[config.mk]
export PLATFORM = sky130hd
export DESIGN_NAME = adc_sample_packer_flat
export DESIGN_NICKNAME = d
export VERILOG_FILES = /design/src/rtl/adc_sample_packer_pkg.sv /design/src/rtl/adc_sample_packer_if.sv /design/src/rtl/adc_sample_packer_sync_fifo.sv /design/src/rtl/adc_sample_packer.sv /design/src/flat_wrapper.sv
export SDC_FILE = /design/constraint.sdc
export NUM_CORES = 2
export LEC_CHECK = 0
export CAP_MARGIN = 0
export CELL_PAD_IN_SITES_DETAIL_PLACEMENT = 1
export CELL_PAD_IN_SITES_GLOBAL_PLACEMENT = 2
export CORE_MARGIN = 2
export CORE_UTILIZATION = 46
export CTS_CLUSTER_SIZE = 16
export DETAILED_ROUTE_END_ITERATION = 8
export PLACE_DENSITY_LB_ADDON = 0.2
export SYNTH_ARGS = -nofsm -noshare
export SYNTH_HDL_FRONTEND = slang
export SYNTH_SLANG_ARGS = --single-unit
[constraint.sdc]
create_clock -name clock -period 4.7 [get_ports clock]
set_clock_uncertainty 0.1 [all_clocks]
set_input_delay 0.94 -clock clock [delete_from_list [all_inputs] [get_ports clock]]
set_output_delay 0.94 -clock clock [all_outputs]
set_load 0.1 [all_outputs]
[src/rtl/adc_sample_packer_pkg.sv]
// Shared constants, state encoding and sample conversion for the ADC sample packer.
package adc_pkg;

  localparam int ADC_W    = 10;
  localparam int SAMPLE_W = 16;
  localparam logic [ADC_W-1:0] ADC_MIDSCALE = 10'd512;

  localparam logic [1:0] ST_IDLE   = 2'd0;
  localparam logic [1:0] ST_STREAM = 2'd1;
  localparam logic [1:0] ST_DRAIN  = 2'd2;

  typedef enum logic [1:0] {
    IDLE   = ST_IDLE,
    STREAM = ST_STREAM,
    DRAIN  = ST_DRAIN
  } state_t;

  // Offset-binary to two's complement, then left-justify into the output word.
  function automatic logic [SAMPLE_W-1:0] toSigned(input logic [ADC_W-1:0] sample);
    logic [ADC_W-1:0] centred;
    centred = sample - ADC_MIDSCALE;
    return {centred, {(SAMPLE_W-ADC_W){1'b0}}};
  endfunction

endpackage

[src/rtl/adc_sample_packer_if.sv]
// Output stream toward the USB/GPIF transfer stage: show-ahead data with valid/ready.
interface adc_sample_packer_if;
  import adc_pkg::*;

  logic [SAMPLE_W-1:0] outData;
  logic                outValid;
  logic                outReady;

  modport master (output outData, output outValid, input outReady);
  modport slave  (input outData, input outValid, output outReady);
endinterface

[src/rtl/adc_sample_packer_sync_fifo.sv]
// Single-clock show-ahead FIFO. The extra pointer bit separates full from empty;
// a push into a full FIFO is refused unless a pop frees the slot on the same edge.
module sync_fifo #(
  parameter int DATA_W = 16,
  parameter int ADDR_W = 8
) (
  input  logic              clock,
  input  logic              nReset,
  input  logic              push,
  input  logic [DATA_W-1:0] wrData,
  input  logic              pop,
  output logic [DATA_W-1:0] rdData,
  output logic              full,
  output logic              empty,
  output logic [ADDR_W:0]   level
);

  localparam int DEPTH = 2**ADDR_W;

  logic [DATA_W-1:0] mem [DEPTH];
  logic [ADDR_W:0]   wrPtr, rdPtr;
  logic              doPush, doPop;

  assign level  = wrPtr - rdPtr;
  assign full   = level[ADDR_W];
  assign empty  = (level == '0);
  assign doPop  = pop && !empty;
  assign doPush = push && (!full || doPop);
  // Head word is forced to zero while empty so the output is never undefined.
  assign rdData = empty ? '0 : mem[rdPtr[ADDR_W-1:0]];

  // Pointer update; both wrap naturally modulo 2*DEPTH.
  always_ff @(posedge clock or negedge nReset) begin
    if (!nReset) begin
      wrPtr <= '0;
      rdPtr <= '0;
    end else begin
      if (doPush) wrPtr <= wrPtr + 1'b1;
      if (doPop)  rdPtr <= rdPtr + 1'b1;
    end
  end

  // Storage array; contents are only visible through the pointers, so no reset.
  always_ff @(posedge clock) begin
    if (doPush) mem[wrPtr[ADDR_W-1:0]] <= wrData;
  end

endmodule

[src/rtl/adc_sample_packer.sv]
// ADC sample packer: converts 10-bit unsigned samples to left-justified signed words,
// buffers them and streams them out, with capture gating and dropped-sample accounting.
module adc_sample_packer
  import adc_pkg::*;
#(
  parameter int ADDR_W = 8,
  parameter int CNT_W  = 16
) (
  input  logic                 clock,
  input  logic                 nReset,
  input  logic [ADC_W-1:0]     adcData,
  input  logic                 collect,
  adc_sample_packer_if.master  outBus,
  output logic [ADDR_W:0]      fifoLevel,
  output logic                 overflow,
  output logic [CNT_W-1:0]     droppedCount,
  output logic                 busy
);

  state_t              state, nextState;
  logic [SAMPLE_W-1:0] convReg;
  logic                convValid;
  logic                fifoFull, fifoEmpty;
  logic                pop, drop;

  assign outBus.outValid = !fifoEmpty;
  assign pop  = !fifoEmpty && outBus.outReady;
  // A pending word is lost only when the FIFO is full and nothing leaves this edge.
  assign drop = convValid && fifoFull && !pop;
  assign busy = (state != IDLE);

  sync_fifo #(.DATA_W(SAMPLE_W), .ADDR_W(ADDR_W)) uFifo (
    .clock  (clock),
    .nReset (nReset),
    .push   (convValid),
    .wrData (convReg),
    .pop    (pop),
    .rdData (outBus.outData),
    .full   (fifoFull),
    .empty  (fifoEmpty),
    .level  (fifoLevel)
  );

  // State register.
  always_ff @(posedge clock or negedge nReset) begin
    if (!nReset) state <= IDLE;
    else         state <= nextState;
  end

  // Next-state logic; a re-asserted collect in DRAIN resumes streaming with the FIFO intact.
  always_comb begin
    nextState = state;
    case (state)
      IDLE:    if (collect) nextState = STREAM;
      STREAM:  if (!collect) nextState = DRAIN;
      DRAIN: begin
        if (collect)                      nextState = STREAM;
        else if (fifoEmpty && !convValid) nextState = IDLE;
      end
      default: nextState = IDLE;
    endcase
  end

  // Conversion register; the sample on the edge that leaves STREAM is not captured.
  always_ff @(posedge clock or negedge nReset) begin
    if (!nReset) begin
      convReg   <= '0;
      convValid <= 1'b0;
    end else begin
      convReg   <= toSigned(adcData);
      convValid <= (state == STREAM) && collect;
    end
  end

  // Overflow flag and saturating drop counter, cleared as IDLE is entered.
  always_ff @(posedge clock or negedge nReset) begin
    if (!nReset) begin
      overflow     <= 1'b0;
      droppedCount <= '0;
    end else if (nextState == IDLE) begin
      overflow     <= 1'b0;
      droppedCount <= '0;
    end else if (drop) begin
      overflow <= 1'b1;
      if (droppedCount != '1) droppedCount <= droppedCount + 1'b1;
    end
  end

endmodule

[src/flat_wrapper.sv]
// flat-port wrapper written by rule: the top's interface ports become plain ports
module adc_sample_packer_flat import adc_pkg::*;
#(
  parameter int ADDR_W = 8,
  parameter int CNT_W  = 16
)
  (clock, nReset, adcData, collect, fifoLevel, overflow, droppedCount, busy, outBus_outData, outBus_outValid, outBus_outReady);
  adc_sample_packer_if outBus_i ();
  input  logic clock;
  input  logic nReset;
  input  logic [ADC_W-1:0] adcData;
  input  logic collect;
  output logic [ADDR_W:0] fifoLevel;
  output logic overflow;
  output logic [CNT_W-1:0] droppedCount;
  output logic busy;
  output wire logic [$bits(outBus_i.outData)-1:0] outBus_outData;
  output wire logic [$bits(outBus_i.outValid)-1:0] outBus_outValid;
  input wire logic [$bits(outBus_i.outReady)-1:0] outBus_outReady;
  assign outBus_outData = outBus_i.outData;
  assign outBus_outValid = outBus_i.outValid;
  assign outBus_i.outReady = outBus_outReady;
  adc_sample_packer #(.ADDR_W(ADDR_W), .CNT_W(CNT_W)) u_core (.clock(clock), .nReset(nReset), .adcData(adcData), .collect(collect), .outBus(outBus_i), .fifoLevel(fifoLevel), .overflow(overflow), .droppedCount(droppedCount), .busy(busy));
endmodule
# Yosys cells after proc, flatten, opt, wreduce, memory -nomap -nowiden
# Memory sizes are Yosys's and may differ from the RTL's.
# Cells that the tools add are included.
# word_totals
ram_bits	2560
ff_bits	48
wordCells	48
memories	1
input_bits	14
# mem_list
name	depth	word_bits	rd	rd_ports_with_merged_regs	wr	line_no	text
u_core.uFifo.mem	256	10	1	0	1	adc_sample_packer_sync_fifo.sv:20	logic [DATA_W-1:0] mem [DEPTH];
# op_classes
mux	13
reduce_logical	19
n_addsub	5
n_eq_ne	3
# op_table
op	count
two-way mux 16 bit	4
adder 9 x 1 -> 9 bit, second input constant	2
adder 16 x 1 -> 16 bit, second input constant	1
inequality test 16 bit, second input constant	1
subtractor 10 bit, second input constant	1
logical NOT 9 bit	1
subtractor 9 bit	1
two-way mux 2 bit	4
logical AND 1 bit	7
one-hot mux 2 bit (3 select lines)	1
nonzero test 2 bit	3
logical NOT 1 bit	4
logical NOT 2 bit	2
two-way mux 1 bit	4
== test 2 x 1 -> 1 bit, second input constant	1
== test 2 bit, second input constant	1
AND reduction 2 bit	1
logical OR 1 bit	1

# Logic depth before layout (Yosys ltp)
# logic_depth
ltp_word	9
ltp_mapped	16
mapped_depth_nobuf	13

# Hierarchy
# A second synthesis with hierarchy kept.
# unflattened
cells_unflattened	6875
hier_area_um2	159440.4
# modules_own_cells
mod	instances	seq_area_each_um2	area_per_inst_um2	cells_per_inst
sync_fifo	1	123448.4	158105.4	6752
adc_sample_packer	1	750.7	1335.0	123

# Worst setup path before layout
# No wires, ideal clock.
# synth_path
path_type	flip-flop to output port
start	register u_core.uFifo.rdPtr[2]
end	output outBus_outData[12]
stages_incl_launch_ff	15
n_path_buf	5
t_arrival_ns	7.737
setup_slack_ns	-4.077
path_cell_list	dfrtp_1 -> inv_1 -> buf_2 -> buf_2 -> clkbuf_1 -> buf_1 -> ha_1 -> a21oi_1 -> o22ai_1 -> nor2_1 -> xnor2_1 -> or4_4 -> a211oi_4 -> buf_2 -> nor4_1
# synth_via
elab_chain_len	3
# synth_lines
item	line_no	text
start: declaration	adc_sample_packer_sync_fifo.sv:21	logic [ADDR_W:0] wrPtr, rdPtr;
start signal: assignment	adc_sample_packer_sync_fifo.sv:39	if (doPop) rdPtr <= rdPtr + 1'b1;
subtractor 9 bit	adc_sample_packer_sync_fifo.sv:24	assign level = wrPtr - rdPtr;
net fifoLevel[6]	flat_wrapper.sv:13	output logic [ADDR_W:0] fifoLevel;
logical NOT 9 bit	adc_sample_packer_sync_fifo.sv:26	assign empty = (level == '0);
two-way mux 16 bit	adc_sample_packer_sync_fifo.sv:30	assign rdData = empty ? '0 : mem[rdPtr[ADDR_W-1:0]];
end: declaration	flat_wrapper.sv:17	output wire logic [$bits(outBus_i.outData)-1:0] outBus_outData;
# The timed path passes the listed nets, and every way through them passes these cells.

# Worst setup path after layout
# layout_path
start	register u_core.uFifo.rdPtr[0]
end	output outBus_outData[13]
# layout_via
elab_chain_len	3
# layout_lines
item	line_no
branches (longest 2 deep; another with memory read (256 x 10 bit))	--
two-way mux 16 bit (*)	adc_sample_packer_sync_fifo.sv:30
# Every way passes the cells marked *.

==> summary.md <==
| Metric | Value |
|---|---|
| Status | `finished with violations` |
| Failing checks | `setup timing` |
| Min Tclk post-route | `5.46 ns` |
| Max-cap violations | `0` |
| Yosys warnings | `0` |
| Die height | `472 µm` |
| Peak VDD IR | `508 µV` |
| Core Rows | `171` |
| Setup slack after layout | `-0.761 ns` |
| Worst Path Required | `3.66 ns` |
| # nets final | `5481` |
| Leakage | `39.0 nW` |
| Critical path class | `flop to output pin` |
| CORE AREA | `0.218 mm²` |
| Fin area | `0.121 mm²` |
| # DRC | `0` |
| GR Overflow Total | `0` |
| Port buffer count | `51` |
| Ant diodes | `0` |
| Routed WL per cell | `35.9 µm` |
| Via count | `53021` |
| Clock sinks | `2608` |
| First-pass GRT wire length | `432000 µm` |
| Placed cells | `7946` |
| Crit path largest cell delay | `0.58 ns` |
| Synth async-reset ratio | `0.0184` |
| R2R Path End | `u_core.uFifo.mem[4][8]` |
| Max_slew headroom | `0.202` |
| Post-route ant nets | `0` |
| Crit. Startpoint | `u_core.uFifo.rdPtr[0]` |
| Vias in the first global route | `54484` |
| Starting Density | `0.463` |
| R2r setup slk | `0.20 ns` |
| RSZ-0062 raised after global routing | `yes` |
| RD Place Congestion | `0.855` |
| Die footprint | `0.223 mm²` |
| Hold/Removal Path Class | `input port to asynchronous set/reset pin` |
| Pwr/cell area | `627 mW/mm²` |
| Worst Setup End Kind | `output pin` |
| Setup WS pre-CTS | `-0.359 ns` |
| Post-Synthesis Cells | `4657` |
| Clock power share | `0.282` |
| DP Area | `0.110 mm²` |
| Critical path peak fanout | `10` |
| Vias per cell | `6.23` |
| Sequential power share | `0.343` |
| 1st-iter DRT viols | `7060` |
| Slew Limit Fails | `0` |
| Post-synth EDFFs | `2560` |
| Post-synthesis register bit count | `2608` |
| Largest net degree at the start of global routing | `157` |
| Num ports | `58` |
| Setup crit end | `outBus_outData[13]` |
| Switch Pwr | `25.7 mW` |
| Highest clock rate | `0.183 GHz` |
| Latest clock arrival within the worst-skew pair | `0.92 ns` |
| Slowest cell on crit path | `nor4_4` |
| Initial antenna violation count | `12` |
| Fin util | `0.554` |
| Total GRT Usage | `0.276` |
| Routed wire length | `305000 µm` |
| Syn Area/Cell | `21.7 µm²` |
| CTS Buf Count | `289` |
| Worst Tran Pin Value | `1.20 ns` |
| Total power | `75.6 mW` |
| Most frequent cells in the layout | `edfxtp_1 (2560), mux4_2 (659), buf_4 (593)` |
| Final hold viol count | `0` |
| Non-filler cells, final | `8508` |
| Root buffer cell | `clkbuf_16` |
| Switching share of power | `0.340` |
| Final setup viols | `11` |
| Hold WS | `0.358 ns` |
| Distinct cells, synth | `70` |
| CP cell instances | `buf_12 -> buf_16 -> buf_16 -> buf_4 -> clkbuf_16 -> mux4_2 -> mux4_2 -> o22ai_1 -> a21oi_1 -> o21ai_1 -> buf_4 -> nor4_4 -> buf_12` |
| Int Pwr | `49.8 mW` |
| Area grow syn2layout | `19.6%` |
| Final period util | `1.16` |
| H-tree depth | `5` |
| Critical R2R Launch | `u_core.uFifo.rdPtr[0]` |
| CTS tree | `built` |
| Comb power frac | `0.375` |
| Post-synthesis sequential area ratio | `0.774` |
| Cell area after synthesis | `0.101 mm²` |
| Top_reg_cell synth | `edfxtp_1` |
| TNS Setup | `-7.70 ns` |
| Hpwl dp | `190000 µm` |
| Leading cell type in the layout, fill and taps excluded | `edfxtp_1` |
| Fraction of layout cells with a size suffix above 1 | `0.344` |
| CP Data Arrival Time | `4.42 ns` |
| Initial DRT Pass Iterations | `6` |
| Reg clk slew, reported paths | `0.06 ns` |
| Startpoint types | `flop` |
| Longest Clk Path Bufs | `4` |
| Chip width | `472 µm` |
| R2R depth | `17` |
## critical path, delay by kind of cell (launching register included)
| family | cells | cell delay [ns] |
|---|---|---|
| flip-flops | 1 | 0.51 |
| buffers and inverters | 7 | 1.25 |
| multiplexers | 2 | 0.77 |
| AO/OA/AOI/OAI | 3 | 0.34 |
| AND/OR/NAND/NOR | 1 | 0.58 |
## metal layers
layer	wire length [µm]	track usage
met3	24700	0.0464
met4	10900	0.0894
met1	125000	0.398
met2	145000	0.431
met5	23	0
## Yosys cell counts, drive strengths merged, types with 3 or more instances
cell / count / share of area
xor2: 11 / 0.00096
and4: 3 / 0.00026
a21oi: 35 / 0.0017
nand3: 39 / 0.0019
nand2: 141 / 0.0052
mux4: 659 / 0.15
nor4: 16 / 0.00099
o22a: 3 / 0.00026
o311ai: 3 / 0.00026
o221ai: 10 / 0.00087
nor2: 335 / 0.012
a311oi: 8 / 0.00069
edfxtp: 2560 / 0.76
a21o: 4 / 0.00030
or4: 4 / 0.00034
nor3: 27 / 0.0013
a221o: 3 / 0.00030
a22o: 20 / 0.0017
a41oi: 5 / 0.00043
or3: 3 / 0.00019
nor2b: 9 / 0.00056
and3: 8 / 0.00050
inv: 20 / 0.00074
a2111oi: 3 / 0.00026
a32oi: 4 / 0.00035
a221oi: 39 / 0.0034
o21ai: 44 / 0.0023
clkbuf: 138 / 0.0051
o211a: 3 / 0.00030
a211oi: 9 / 0.00079
and2: 6 / 0.00037
buf: 127 / 0.0072
nand4: 10 / 0.00062
dfrtp: 48 / 0.012
a31oi: 10 / 0.00062
mux2i: 97 / 0.0097
o211ai: 13 / 0.00097
o31ai: 4 / 0.00030
xnor2: 26 / 0.0023
a22oi: 61 / 0.0045
o22ai: 42 / 0.0026
mux2: 11 / 0.0012
ha: 14 / 0.0017
## sequential cells by signal (all words and copies together) (netlist names)
name                 count
u_core.uFifo.mem      2560
u_core.state             2
u_core.overflow          1
u_core.uFifo.rdPtr       9
u_core.uFifo.wrPtr       9
u_core.convReg          10
u_core.droppedCount     16
u_core.convValid         1
## layout make-up
class	instances	area (µm²)
clock buffer	350	7550
multi-input combinational	1767	22400
sequential	2608	78100
tap	2854	3570
timing repair buffer	764	7650
inverter	22	104
clock inverter	143	1160
fill	18493	97000
## cell families after synthesis
| group | count (synthesis) | synth area share |
|---|---|---|
| fa+ha+maj | 15 | 0.00194 |
| flops | 2608 | 0.774 |
| buf+inv | 287 | 0.0131 |
| simple gates | 606 | 0.0252 |
| compound gates | 336 | 0.0241 |
| xor+xnor | 37 | 0.00321 |
| mux | 767 | 0.158 |
| other cells | 1 | 0.0000372 |
## what timing repair did
action                                  CTS  global route
gates cloned                             12             3
setup buffers                            28            36
resized for setup                       138            57
pin swaps                                18            31
endpoints found under the setup margin   11            11
endpoints found under the hold margin    13             0
hold buffers                              1             0
## how the worst min path moves through the flow
| stage | start | endpoint | cells past startpoint |
|---|---|---|---|
| 2_1_floorplan | u_core.uFifo.wrPtr[8] | u_core.uFifo.wrPtr[8] | 1 |
| 3_3_place_gp | u_core.uFifo.rdPtr[8] | u_core.uFifo.rdPtr[8] | 1 |
| 3_5_place_dp | u_core.uFifo.wrPtr[8] | u_core.uFifo.wrPtr[8] | 1 |
| 4_1_cts | nReset | u_core.droppedCount[5] | 2 |
| 5_1_grt | adcData[7] | u_core.convReg[13] | 1 |
| 6_report | nReset | u_core.droppedCount[5] | 2 |
## power groups by stage
stage / clock network, mW / registers (mW) / logic, mW
floorplan: 0 / 26.5 / 14.4
global placement: 0 / 26.4 / 26.1
detailed placement: 0 / 26.4 / 26.2
global route: 22.5 / 25.9 / 29.1
CTS: 21.6 / 25.9 / 27.9
finish: 21.3 / 25.9 / 28.3
Power figures use the tool's default switching activity.
